File: src/rtl/wb_initiator_seq.sv
// Wishbone classic single-transaction initiator: one command in, one bus cycle,
// one response out. A bounded ack wait turns a silent slave into an error response.
module wb_initiator_seq #(
    parameter int ADR_W   = 32,
    parameter int DAT_W   = 32,
    parameter int TIMEOUT = 255
) (
    input  logic               wb_clk_i,
    input  logic               wb_rst_ni,
    input  logic               cmd_valid_i,
    output logic               cmd_ready_o,
    input  logic               cmd_we_i,
    input  logic [ADR_W-1:0]   cmd_adr_i,
    input  logic [DAT_W-1:0]   cmd_dat_i,
    input  logic [DAT_W/8-1:0] cmd_sel_i,
    output logic               rsp_valid_o,
    input  logic               rsp_ready_i,
    output logic [DAT_W-1:0]   rsp_dat_o,
    output logic               rsp_err_o,
    output logic               busy_o,
    output logic               wbm_cyc_o,
    output logic               wbm_stb_o,
    output logic               wbm_we_o,
    output logic [ADR_W-1:0]   wbm_adr_o,
    output logic [DAT_W-1:0]   wbm_dat_o,
    output logic [DAT_W/8-1:0] wbm_sel_o,
    input  logic               wbm_ack_i,
    input  logic [DAT_W-1:0]   wbm_dat_i
);

    localparam int CNT_W     = (TIMEOUT < 1) ? 1 : $clog2(TIMEOUT + 1);
    localparam int TO_LAST_I = (TIMEOUT < 1) ? 0 : TIMEOUT - 1;
    localparam logic [CNT_W-1:0] TO_LAST = TO_LAST_I[CNT_W-1:0];

    // Handshakes: a command transfers on a rising edge where cmd_valid_i & cmd_ready_o,
    // a response where rsp_valid_o & rsp_ready_i; both sides hold their payload until then.
    typedef enum logic [1:0] {
        IDLE = 2'd0,
        BUS  = 2'd1,
        RESP = 2'd2
    } state_t;

    state_t           state;
    logic [CNT_W-1:0] cnt;
    logic             timeout_hit;

    // Counter holds the number of completed BUS cycles without ack.
    assign timeout_hit = (TIMEOUT != 0) && (cnt == TO_LAST);
    assign cmd_ready_o = (state == IDLE) & wb_rst_ni;
    assign busy_o      = (state != IDLE);

    always_ff @(posedge wb_clk_i or negedge wb_rst_ni) begin
        if (!wb_rst_ni) begin
            state       <= IDLE;
            cnt         <= '0;
            wbm_cyc_o   <= 1'b0;
            wbm_stb_o   <= 1'b0;
            wbm_we_o    <= 1'b0;
            wbm_adr_o   <= '0;
            wbm_dat_o   <= '0;
            wbm_sel_o   <= '0;
            rsp_valid_o <= 1'b0;
            rsp_dat_o   <= '0;
            rsp_err_o   <= 1'b0;
        end else begin
            case (state)
                IDLE: begin
                    if (cmd_valid_i) begin
                        state     <= BUS;
                        cnt       <= '0;
                        wbm_cyc_o <= 1'b1;
                        wbm_stb_o <= 1'b1;
                        wbm_we_o  <= cmd_we_i;
                        wbm_adr_o <= cmd_adr_i;
                        wbm_dat_o <= cmd_dat_i;
                        wbm_sel_o <= cmd_sel_i;
                    end
                end
                BUS: begin
                    // Ack is checked first so a late ack still beats the timeout.
                    if (wbm_ack_i) begin
                        state       <= RESP;
                        wbm_cyc_o   <= 1'b0;
                        wbm_stb_o   <= 1'b0;
                        rsp_valid_o <= 1'b1;
                        rsp_err_o   <= 1'b0;
                        rsp_dat_o   <= wbm_we_o ? '0 : wbm_dat_i;
                    end else if (timeout_hit) begin
                        state       <= RESP;
                        wbm_cyc_o   <= 1'b0;
                        wbm_stb_o   <= 1'b0;
                        rsp_valid_o <= 1'b1;
                        rsp_err_o   <= 1'b1;
                        rsp_dat_o   <= '0;
                    end else if (cnt != {CNT_W{1'b1}}) begin
                        cnt <= cnt + 1'b1;
                    end
                end
                RESP: begin
                    if (rsp_ready_i) begin
                        state       <= IDLE;
                        rsp_valid_o <= 1'b0;
                        rsp_err_o   <= 1'b0;
                        rsp_dat_o   <= '0;
                    end
                end
                default: begin
                    state       <= IDLE;
                    wbm_cyc_o   <= 1'b0;
                    wbm_stb_o   <= 1'b0;
                    rsp_valid_o <= 1'b0;
                end
            endcase
        end
    end

endmodule

File: config.mk
export PLATFORM = sky130hd
export DESIGN_NAME = wb_initiator_seq
export DESIGN_NICKNAME = d
export VERILOG_FILES = /design/src/rtl/wb_initiator_seq.sv
export SDC_FILE = /design/constraint.sdc
export NUM_CORES = 1
export LEC_CHECK = 0
export BUFFER_PORTS_ARGS = -buffer_cell sky130_fd_sc_hd__buf_2
export CAP_MARGIN = 30
export CORE_MARGIN = 1
export CORE_UTILIZATION = 48
export CTS_BUF_LIST = sky130_fd_sc_hd__clkbuf_8
export DETAILED_ROUTE_END_ITERATION = 8
export HOLD_SLACK_MARGIN = 0.03
export PLACE_DENSITY = 0.85
export SKIP_CTS_REPAIR_TIMING = 1
export SYNTH_ARGS = -nofsm -noshare
export SYNTH_HDL_FRONTEND = slang
export SYNTH_SLANG_ARGS = --single-unit
File: constraint.sdc
create_clock -name wb_clk_i -period 2.3 [get_ports wb_clk_i]
set_clock_uncertainty 0.2 [all_clocks]
set_input_delay 0.46 -clock wb_clk_i [delete_from_list [all_inputs] [get_ports wb_clk_i]]
set_output_delay 0.46 -clock wb_clk_i [all_outputs]
set_load 0.02 [all_outputs]
**Word level (Yosys, flattened, before mapping)**

Index checks and enable logic that the tools add are counted.

- Input bits: 106
- Output and inout bits: 107
- Register bits: 114
- Logic and storage cells: 59

- Bitwise gates (word level): 3
- $add $sub $neg: 1
- Multiplexer cells: 25
- Equality and inequality tests: 10
- Reductions and logical operators: 10

Operators with widths:

| operator | count |
|---|---|
| 32-bit 2-to-1 mux | 4 |
| 32-bit one-hot mux with 2 select lines | 1 |
| 8-bit 2-to-1 mux | 4 |
| 8-bit one-hot mux with 2 select lines | 1 |
| 3-bit AND reduction | 4 |
| 2-bit != test (second input constant) | 5 |
| 8-bit by 1-bit adder with 8-bit output (second input constant) | 1 |
| 8-bit == test (second input constant) | 1 |
| 2-bit 2-to-1 mux | 4 |
| 8-bit != test (second input constant) | 1 |
| 1-bit 2-to-1 mux | 7 |
| 1-bit one-hot mux with 3 select lines | 2 |
| 2-bit one-hot mux with 3 select lines | 1 |
| 2-bit nonzero test | 3 |
| 5-bit AND reduction | 1 |
| 3-bit != test (second input constant) | 1 |
| 2-bit by 1-bit == test with 1-bit output (second input constant) | 1 |
| 2-bit == test (second input constant) | 1 |
| 2-bit zero test | 1 |
| 1-bit inverter | 2 |
| 1-bit one-hot mux with 2 select lines | 1 |
| 2-bit AND reduction | 1 |
| 1-bit bitwise AND | 1 |

**Longest topological paths before layout**

Gate-level depths: netlist of run 1.

- Depth in word-level cells: 5
- Gate-level depth with buffers: 6

**Worst setup path after synthesis of run 1**

No wires, ideal clock.

- Path kind: flip-flop to output port
- Start: register state[1]
- End: output port cmd_ready_o
- Arrival time: 1182 ps
- Path slack: 458 ps
- Stages on the path, launching flop included: 4
- Path buffers: 1
- Data required time: 1640 ps
- Cell sequence: dfrtp_1 buf_2 or2_2 nor2_1

- Longest elaborated chain between the ends: 2

RTL lines:

| item | RTL line | RTL |
|---|---|---|
| start: declaration | 43 | `state_t state;` |
| start signal: assignment | 54 | `state <= IDLE;` |
| start signal: assignment | 69 | `state <= BUS;` |
| start signal: assignment | 82 | `state <= RESP;` |
| 2-bit zero test | 49 | `assign cmd_ready_o = (state == IDLE) & wb_rst_ni;` |
| 1-bit bitwise AND | 49 |  |
| end: declaration | 11 | `output logic cmd_ready_o,` |

Every way passes these cells.

**Worst setup path in the final report of run 1**

Ends and elaborated chain as after synthesis.

==> results of run 1 <==
synthesized netlist by cell type, drive strengths merged:
master,n,area share
nand2,215,0.18
dfrtp,114,0.63
a22o,34,0.066
buf,17,0.025
a21oi,10,0.014
clkbuf,8,0.0067
nor2,6,0.0050
o21ai,6,0.0067
inv,5,0.0042
a31oi,3,0.0042
and3,3,0.0042
nor3b,3,0.0061
a21o,2,0.0033
ha,2,0.0056
mux2i,2,0.0044
o211a,2,0.0044
or3b,2,0.0039
a221oi,1,0.0019
a41o,1,0.0025
a41oi,1,0.0019
and2b,1,0.0017
and4,1,0.0025
nand2b,1,0.0014
nand3,1,0.0011
nand4,1,0.0014
nor3,1,0.0011
o2111ai,1,0.0019
o211ai,1,0.0017
o22ai,1,0.0014
or2,1,0.0014
layout make-up:
cell class / count / area [um2] / share of cell area
inverter: 5 / 18.8 / 0.00307
clock inverter: 11 / 114 / 0.0186
timing repair buffer: 228 / 1220 / 0.199
clock buffer: 20 / 275 / 0.0451
multi-input combinational: 303 / 1500 / 0.245
tap: 108 / 135 / 0.0221
sequential: 114 / 2850 / 0.467
through the flow:
stage	utilization	hold slack, ns	power (mW)	cells
after floorplan	-	-0.0356	5.75	447
after global placement	0.635	0.253	6.93	751
after detailed placement	0.635	0.259	7.08	751
after CTS	0.679	-0.0397	8.92	782
after global routing	0.687	0.0302	9.44	789
final	0.687	0.0397	8.85	789
routing by layer:
layer	vias up	part of all wire	global-route usage
met2	186	0.50	0.409
met1	1904	0.40	0.284
li1	1903	-	-
met4	2	0.024	0.0999
met5	-	0.0011	0
met3	28	0.077	0.0738
sequential cells by signal, indices dropped and copies added, names as in the netlist:
signal / flops
rsp_dat_o: 32
wbm_adr_o: 32
wbm_dat_o: 32
cnt: 8
wbm_sel_o: 4
state: 2
rsp_err_o: 1
rsp_valid_o: 1
wbm_stb_o: 1
wbm_we_o: 1
path summary, 6_finish.rpt:
| check | to | cells after the start |
|---|---|---|
| max | cmd_ready_o | 4 |
| min | wbm_we_o$_DFFE_PN0P_ | 3 |
| max reg2reg | rsp_dat_o[13]$_DFFE_PN0P_ | 6 |
| min reg2reg | wbm_adr_o[20]$_DFFE_PN0P_ | 2 |
| max in group asynchronous | rsp_dat_o[1]$_DFFE_PN0P_ | 3 |
| min in group asynchronous | rsp_dat_o[8]$_DFFE_PN0P_ | 3 |
worst reg2reg max path, stage by stage (launching register included):
cell and delay (ns):
dfrtp_1 0.39, inv_1 0.09, ha_1 0.27, a41o_2 0.31, a21oi_4 0.14, buf_4 0.32, a22o_1 0.21
kinds of logic after synthesis:
| logic type | after synthesis | share of synthesized area |
|---|---|---|
| compound gates | 63 | 0.111 |
| fa+ha+maj | 2 | 0.00556 |
| buf+inv | 30 | 0.0359 |
| simple gates | 236 | 0.210 |
| mux | 2 | 0.00445 |
| flops | 114 | 0.634 |
power groups by stage:
stage / clock network (mW) / logic, mW / registers (mW)
2_1_floorplan: 0 / 1.46 / 4.29
3_3_place_gp: 0 / 3.60 / 3.33
3_5_place_dp: 0 / 3.72 / 3.36
4_1_cts: 1.85 / 3.73 / 3.34
5_1_grt: 1.95 / 4.05 / 3.44
6_report: 1.80 / 3.72 / 3.34
==> impl_metrics.env, run 1 <==
export IMPL_crit_fanout=10
export IMPL_status="finished, final reports clean"
export IMPL_h_tree_depth=4
export IMPL_dieHeight_um=98.8
export IMPL_cp_startpoint="state[1]$_DFFE_PN0P_"
export IMPL_endpoint_kind="output pin"
export IMPL_min_period_ns=2.20
export IMPL_dp_hpwl_mm=8.21
export IMPL_place_gp_congestion=0.896
export IMPL_netlist_area_um2=4500
export IMPL_die_area_um2=9770
export IMPL_switching_share=0.417
export IMPL_final_max_slew_viol_count=0
export IMPL_grt_max_degree=115
export IMPL_worst_path_largest_cell_delay_ns=0.40
export IMPL_tightest_slew_ns=0.598
export IMPL_rsz0062_at_grt="false"
export IMPL_p_comb_frac=0.420
export IMPL_drv_cap=0
export IMPL_p_leak_nw=3.55
export IMPL_final_nets=777
export IMPL_vias=4023
export IMPL_ys_warn_count=0
export IMPL_fin_area_um2=6110
export IMPL_wl_per_cell_um=14.8
export IMPL_mostFrequentLayoutCell="nand2_1"
export IMPL_cts_buffers=17
export IMPL_seqPwrFrac=0.377
export IMPL_clock_fmax_mhz=454
export IMPL_setup_viol=0
export IMPL_worstSkewPairLatency_ns=0.40
export IMPL_cp_required_ns=1.64
export IMPL_drive_gt1_frac=0.385
export IMPL_cp_slowest_cell="dfrtp_1"
export IMPL_fillers=686
export IMPL_path_buf_inv=2
export IMPL_slew_headroom=0.601
export IMPL_synthesis_nets=555
export IMPL_power_density_nw_per_um2=1450
export IMPL_via_per_inst=5.10
export IMPL_antenna_found_initial=1
export IMPL_path_delay_family="simple AND/OR/NAND/NOR gates"
export IMPL_yosys_cell_types_count=38
export IMPL_grt_total_usage=0.241
export IMPL_ant_nets=0
export IMPL_seq_area_frac_synth=0.634
export IMPL_io_pins=213
export IMPL_numClockSinks=114
export IMPL_synth_cells=447
export IMPL_worstPathCellList="buf_4, or2_2, nor2_2, buf_4"
export IMPL_timing_final_hold_violations=0
export IMPL_layout_common_cells="nand2_1 (214), buf_2 (210), dfrtp_1 (114), a22o_1 (34), clkbuf_8 (20)"
export IMPL_cp_arrival_ns=1.54
export IMPL_post_place_ws_ns=0.276
export IMPL_syn_area_per_cell_um2=10.1
export IMPL_io_buffers=212
export IMPL_fin_ws_ns=0.0953
export IMPL_drt_iter0_drc=192
export IMPL_cts_tree="done"
export IMPL_wirelength_mm=11.6
export IMPL_path_common_cell="buf_4"
export IMPL_syn2layout_area_growth_pct=35.7
export IMPL_worstHoldPathType="in2reg"
export IMPL_place_area_um2=5640
export IMPL_grt_first_pass_wirelength_mm=18.5
export IMPL_ir_worst_vdd_uv=791
export IMPL_crit_path_start_kind="flip-flop"
export IMPL_initial_utilization=0.506
export IMPL_die_w_um=98.8
export IMPL_firstDrtPassIters=4
export IMPL_root_buffer="clkbuf_8"
export IMPL_p_int_mw=5.16
export IMPL_overflow=0
export IMPL_drcViolationCount=0
export IMPL_clk_path_buf_depth=2
export IMPL_core_rowCount=34
export IMPL_r2r_start="cnt[0]$_DFFE_PN0P_"
export IMPL_path_clk_slew_ns=0.07
export IMPL_fin_crit_sh=0.959
export IMPL_clkPwrFrac=0.203
export IMPL_core_area_um2=8890
export IMPL_ys_ff_latch=114
export IMPL_grt_pass1_vias=3972
export IMPL_worstSetupPathType="reg2out"
export IMPL_num_antenna_cells=0
export IMPL_power_switching_mw=3.69
export IMPL_min_from="cmd_we_i"
export IMPL_tns_ns=0
export IMPL_reg2reg_slack_ns=0.30
Note: power is estimated with default switching activity, not from simulation.
==> inputs of run 2 (changes only) <==
--- a/config.mk
+++ b/config.mk
@@ -12,6 +12,7 @@
 export CTS_BUF_LIST = sky130_fd_sc_hd__clkbuf_8
 export DETAILED_ROUTE_END_ITERATION = 8
 export HOLD_SLACK_MARGIN = 0.03
+export MAX_ROUTING_LAYER = met4
 export PLACE_DENSITY = 0.85
 export SKIP_CTS_REPAIR_TIMING = 1
 export SYNTH_ARGS = -nofsm -noshare
==> impl_metrics.env, run 2 (same netlist as run 1, synthesis figures left out) <==
export IMPL_root_buffer="clkbuf_8"
export IMPL_place_gp_congestion=0.909
export IMPL_antenna_found_initial=1
export IMPL_core_rowCount=34
export IMPL_final_nets=772
export IMPL_endpoint_kind="output pin"
export IMPL_path_clk_slew_ns=0.07
export IMPL_fin_crit_sh=0.962
export IMPL_drt_iter0_drc=145
export IMPL_fin_ws_ns=0.0881
export IMPL_min_period_ns=2.21
export IMPL_r2r_start="cnt[0]$_DFFE_PN0P_"
export IMPL_setup_viol=0
export IMPL_drcViolationCount=0
export IMPL_hold_slack_ns=0.0458
export IMPL_worstSkewPairLatency_ns=0.39
export IMPL_register_area_um2=2850
export IMPL_syn2layout_area_growth_pct=36.3
export IMPL_cp_arrival_ns=1.55
export IMPL_dieHeight_um=98.8
export IMPL_wirelength_mm=11.5
export IMPL_cts_buffers=17
export IMPL_tns_ns=0
export IMPL_grt_first_pass_wirelength_mm=18.3
export IMPL_slew_headroom=0.612
export IMPL_reg_top3="rsp_dat_o x32, wbm_adr_o x32, wbm_dat_o x32"
export IMPL_drive_gt1_frac=0.388
export IMPL_wl_per_cell_um=14.6
export IMPL_post_place_ws_ns=0.282
export IMPL_status="finished, final reports clean"
export IMPL_p_total_mw=9.22
export IMPL_timing_final_hold_violations=0
export IMPL_grt_max_degree=115
export IMPL_layout_common_cells="nand2_1 (214), buf_2 (211), dfrtp_1 (114), a22o_1 (34), clkbuf_8 (21)"
export IMPL_cp_required_ns=1.64
export IMPL_min_from="cmd_dat_i[16]"
export IMPL_worstSetupPathType="reg2out"
export IMPL_p_leak_nw=3.57
export IMPL_h_tree_depth=4
export IMPL_ir_worst_vdd_uv=746
export IMPL_vias=3993
export IMPL_drv_cap=0
export IMPL_fillers=683
export IMPL_overflow=0
export IMPL_via_per_inst=5.09
export IMPL_dp_hpwl_mm=8.18
export IMPL_crit_fanout=10
export IMPL_worstHoldPathType="in2reg"
export IMPL_die_area_um2=9770
export IMPL_core_area_um2=8890
export IMPL_numClockSinks=114
export IMPL_io_pins=213
export IMPL_initial_utilization=0.506
export IMPL_power_density_nw_per_um2=1500
export IMPL_grt_total_usage=0.250
export IMPL_io_buffers=212
export IMPL_mostFrequentLayoutCell="nand2_1"
export IMPL_clock_fmax_mhz=452
export IMPL_crit_path_start_kind="flip-flop"
export IMPL_tightest_slew_ns=0.583
export IMPL_final_max_slew_viol_count=0
export IMPL_multiInputGateArea_um2=1490
export IMPL_ant_nets=0
export IMPL_cp_startpoint="state[1]$_DFFE_PN0P_"
export IMPL_firstDrtPassIters=4
export IMPL_cts_tree="done"
export IMPL_die_w_um=98.8
export IMPL_grt_pass1_vias=3956
export IMPL_clk_path_buf_depth=2
export IMPL_rsz0062_at_grt="false"
-- run 2: final timing paths --
| path | slack [ns] | cells after the start | end |
|---|---|---|---|
| min in group asynchronous | 0.53 | 3 | rsp_dat_o[18]$_DFFE_PN0P_ |
| worst max-delay path | 0.09 | 4 | cmd_ready_o |
| worst min-delay path | 0.05 | 3 | wbm_dat_o[16]$_DFFE_PN0P_ |
| max in group asynchronous | 0.93 | 3 | wbm_adr_o[31]$_DFFE_PN0P_ |
| worst min register to register | 0.27 | 2 | wbm_adr_o[19]$_DFFE_PN0P_ |
| worst max register to register | 0.32 | 6 | rsp_dat_o[13]$_DFFE_PN0P_ |
-- run 2: layout make-up --
class	count	area share
diodes	1	0.000408
clock buffers	21	0.0471
clock inverters	10	0.0294
inverters	5	0.00306
multi-input cells	303	0.243
flip-flops and latches	114	0.465
well taps	108	0.0220
repair buffers	223	0.190
-- run 2: report_power, final --
part           internal [mW]  switching [mW]  leakage [nW]
Combinational           1.26            2.45          1.88
Clock                   1.40           0.769         0.239
Sequential              2.85           0.484          1.44
-- run 2: through the flow --
stage | cell area (um2) | util | std cells
2_1_floorplan | 4500 | - | 447
3_3_place_gp | 5640 | 0.635 | 751
3_5_place_dp | 5640 | 0.635 | 751
6_report | 6140 | 0.690 | 785
5_1_grt | 6140 | 0.690 | 785
4_1_cts | 6110 | 0.688 | 782
-- run 2: metal layers --
layer / wire (um) / global-route usage / part of all wire / vias up
met5: 0 / - / 0 / -
met4: 204 / 0.0999 / 0.018 / 0
met3: 849 / 0.0624 / 0.074 / 22
met2: 5820 / 0.421 / 0.51 / 185
met1: 4620 / 0.287 / 0.40 / 1891
li1: - / - / - / 1895
-- run 2: worst max-delay path, cell delays in order (launching register included) --
cell,delay (ns)
dfrtp_1,0.40
buf_4,0.17
or2_2,0.32
nor2_1,0.10
buf_2,0.17
==> inputs of run 3 (changes only) <==
--- a/config.mk
+++ b/config.mk
@@ -14,6 +14,7 @@
 export HOLD_SLACK_MARGIN = 0.03
 export MAX_ROUTING_LAYER = met4
 export PLACE_DENSITY = 0.85
+export RECOVER_POWER = 25
 export SKIP_CTS_REPAIR_TIMING = 1
 export SYNTH_ARGS = -nofsm -noshare
 export SYNTH_HDL_FRONTEND = slang
==> impl_metrics.env, run 3 (same netlist as run 1, synthesis figures left out) <==
export IMPL_ant_nets=0
export IMPL_fin_crit_sh=0.962
export IMPL_crit_fanout=10
export IMPL_die_w_um=98.8
export IMPL_setup_viol=0
export IMPL_grt_first_pass_wirelength_mm=18.3
export IMPL_power_density_nw_per_um2=1500
export IMPL_wirelength_mm=11.5
export IMPL_final_max_slew_viol_count=0
export IMPL_slew_headroom=0.326
export IMPL_core_rowCount=34
export IMPL_switching_share=0.402
export IMPL_finalNonFillerCells=785
export IMPL_path_delay_family="simple AND/OR/NAND/NOR gates"
export IMPL_vias=3978
export IMPL_timing_final_hold_violations=0
export IMPL_core_area_um2=8890
export IMPL_worst_path_largest_cell_delay_ns=0.40
export IMPL_ir_worst_vdd_uv=746
export IMPL_clock_fmax_mhz=452
export IMPL_cts_tree="done"
export IMPL_drcViolationCount=0
export IMPL_drv_cap=0
export IMPL_firstDrtPassIters=4
export IMPL_worstSetupPathType="reg2out"
export IMPL_numClockSinks=114
export IMPL_worstPathCellList="buf_4, or2_2, nor2_1, buf_2"
export IMPL_register_area_um2=2850
export IMPL_clkPwrFrac=0.235
export IMPL_cp_slowest_cell="dfrtp_1"
export IMPL_antenna_found_initial=1
export IMPL_grt_pass1_vias=3956
export IMPL_grt_max_degree=115
export IMPL_path_buf_inv=2
export IMPL_layout_common_cells="nand2_1 (214), buf_2 (211), dfrtp_1 (114), a22o_1 (34), clkbuf_8 (21)"
export IMPL_cp_required_ns=1.64
export IMPL_initial_utilization=0.506
export IMPL_die_area_um2=9770
export IMPL_drive_gt1_frac=0.386
export IMPL_via_per_inst=5.07
export IMPL_tns_ns=0
export IMPL_syn2layout_area_growth_pct=36.1
export IMPL_drt_iter0_drc=146
export IMPL_min_period_ns=2.21
export IMPL_place_gp_congestion=0.909
export IMPL_seqPwrFrac=0.362
export IMPL_p_comb_frac=0.403
export IMPL_endpoint_kind="output pin"
export IMPL_worstSkewPairLatency_ns=0.39
export IMPL_worstHoldPathType="in2reg"
export IMPL_final_nets=772
export IMPL_multiInputGateArea_um2=1490
export IMPL_io_pins=213
export IMPL_dp_hpwl_mm=8.18
export IMPL_grt_total_usage=0.250
export IMPL_mostFrequentLayoutCell="nand2_1"
export IMPL_dp_cells=751
export IMPL_fillers=688
export IMPL_p_int_mw=5.51
export IMPL_cts_buffers=17
export IMPL_crit_path_start_kind="flip-flop"
export IMPL_root_buffer="clkbuf_8"
export IMPL_p_leak_nw=3.56
export IMPL_wl_per_cell_um=14.6
export IMPL_path_clk_slew_ns=0.07
export IMPL_reg_top3="rsp_dat_o x32, wbm_adr_o x32, wbm_dat_o x32"
export IMPL_tightest_slew_ns=1.01
export IMPL_power_switching_mw=3.70
export IMPL_status="finished, final reports clean"
export IMPL_io_buffers=212
export IMPL_overflow=0
export IMPL_dieHeight_um=98.8
export IMPL_clk_path_buf_depth=2
export IMPL_h_tree_depth=4
export IMPL_rsz0062_at_grt="false"
export IMPL_p_total_mw=9.21
export IMPL_cp_arrival_ns=1.55
run 3: per-layer routing:
metal | vias to the layer above | global-route usage | routed length, um
li1 | 1894 | - | -
met2 | 178 | 0.421 | 5820
met5 | - | - | 0
met4 | 0 | 0.0999 | 196
met3 | 20 | 0.0624 | 830
met1 | 1886 | 0.287 | 4610
run 3: path summary, 6_finish.rpt:
check | startpoint | endpoint | slack (ns) | cells after the start
hold reg to reg | wbm_dat_o[17]$_DFFE_PN0P_ | wbm_dat_o[17]$_DFFE_PN0P_ | 0.27 | 2
max in group asynchronous | wb_rst_ni | wbm_adr_o[31]$_DFFE_PN0P_ | 0.49 | 3
hold / removal | cmd_dat_i[16] | wbm_dat_o[16]$_DFFE_PN0P_ | 0.05 | 3
min in group asynchronous | wb_rst_ni | rsp_dat_o[12]$_DFFE_PN0P_ | 0.68 | 3
setup / recovery | state[1]$_DFFE_PN0P_ | cmd_ready_o | 0.09 | 4
setup reg to reg | cnt[0]$_DFFE_PN0P_ | rsp_dat_o[25]$_DFFE_PN0P_ | 0.32 | 6
run 3: final cells by class:
type                       count  area share
sequential                   114       0.466
multi-input combinational    303       0.244
timing repair buffer         223       0.188
clock buffer                  21      0.0472
clock inverter                10      0.0294
tap                          108      0.0221
inverter                       5     0.00306
antenna                        1    0.000409
run 3: power groups by stage:
stage / sequential (mW) / clock, mW / combinational [mW]
detailed placement: 3.35 / 0 / 3.73
CTS: 3.34 / 2.22 / 3.74
floorplan: 4.29 / 0 / 1.46
finish: 3.33 / 2.17 / 3.71
global placement: 3.33 / 0 / 3.60
global route: 3.44 / 2.30 / 4.04
run 3: per-stage QoR:
| step | setup slack [ns] | hold WS (ns) | area [um2] | util |
|---|---|---|---|---|
| final | 0.0880 | 0.0458 | 6120 | 0.689 |
| after global routing | 0.00974 | 0.0315 | 6120 | 0.689 |
| after CTS | 0.0517 | -0.0335 | 6110 | 0.688 |
| after detailed placement | 0.282 | 0.257 | 5640 | 0.635 |
| after global placement | 0.317 | 0.253 | 5640 | 0.635 |
| after floorplan | 0.458 | -0.0356 | 4500 | - |
run 3: tightest hold or removal path, cell delays in order:
cell and delay (ns):
buf_2 0.07, nand2_1 0.04, nand2_1 0.04
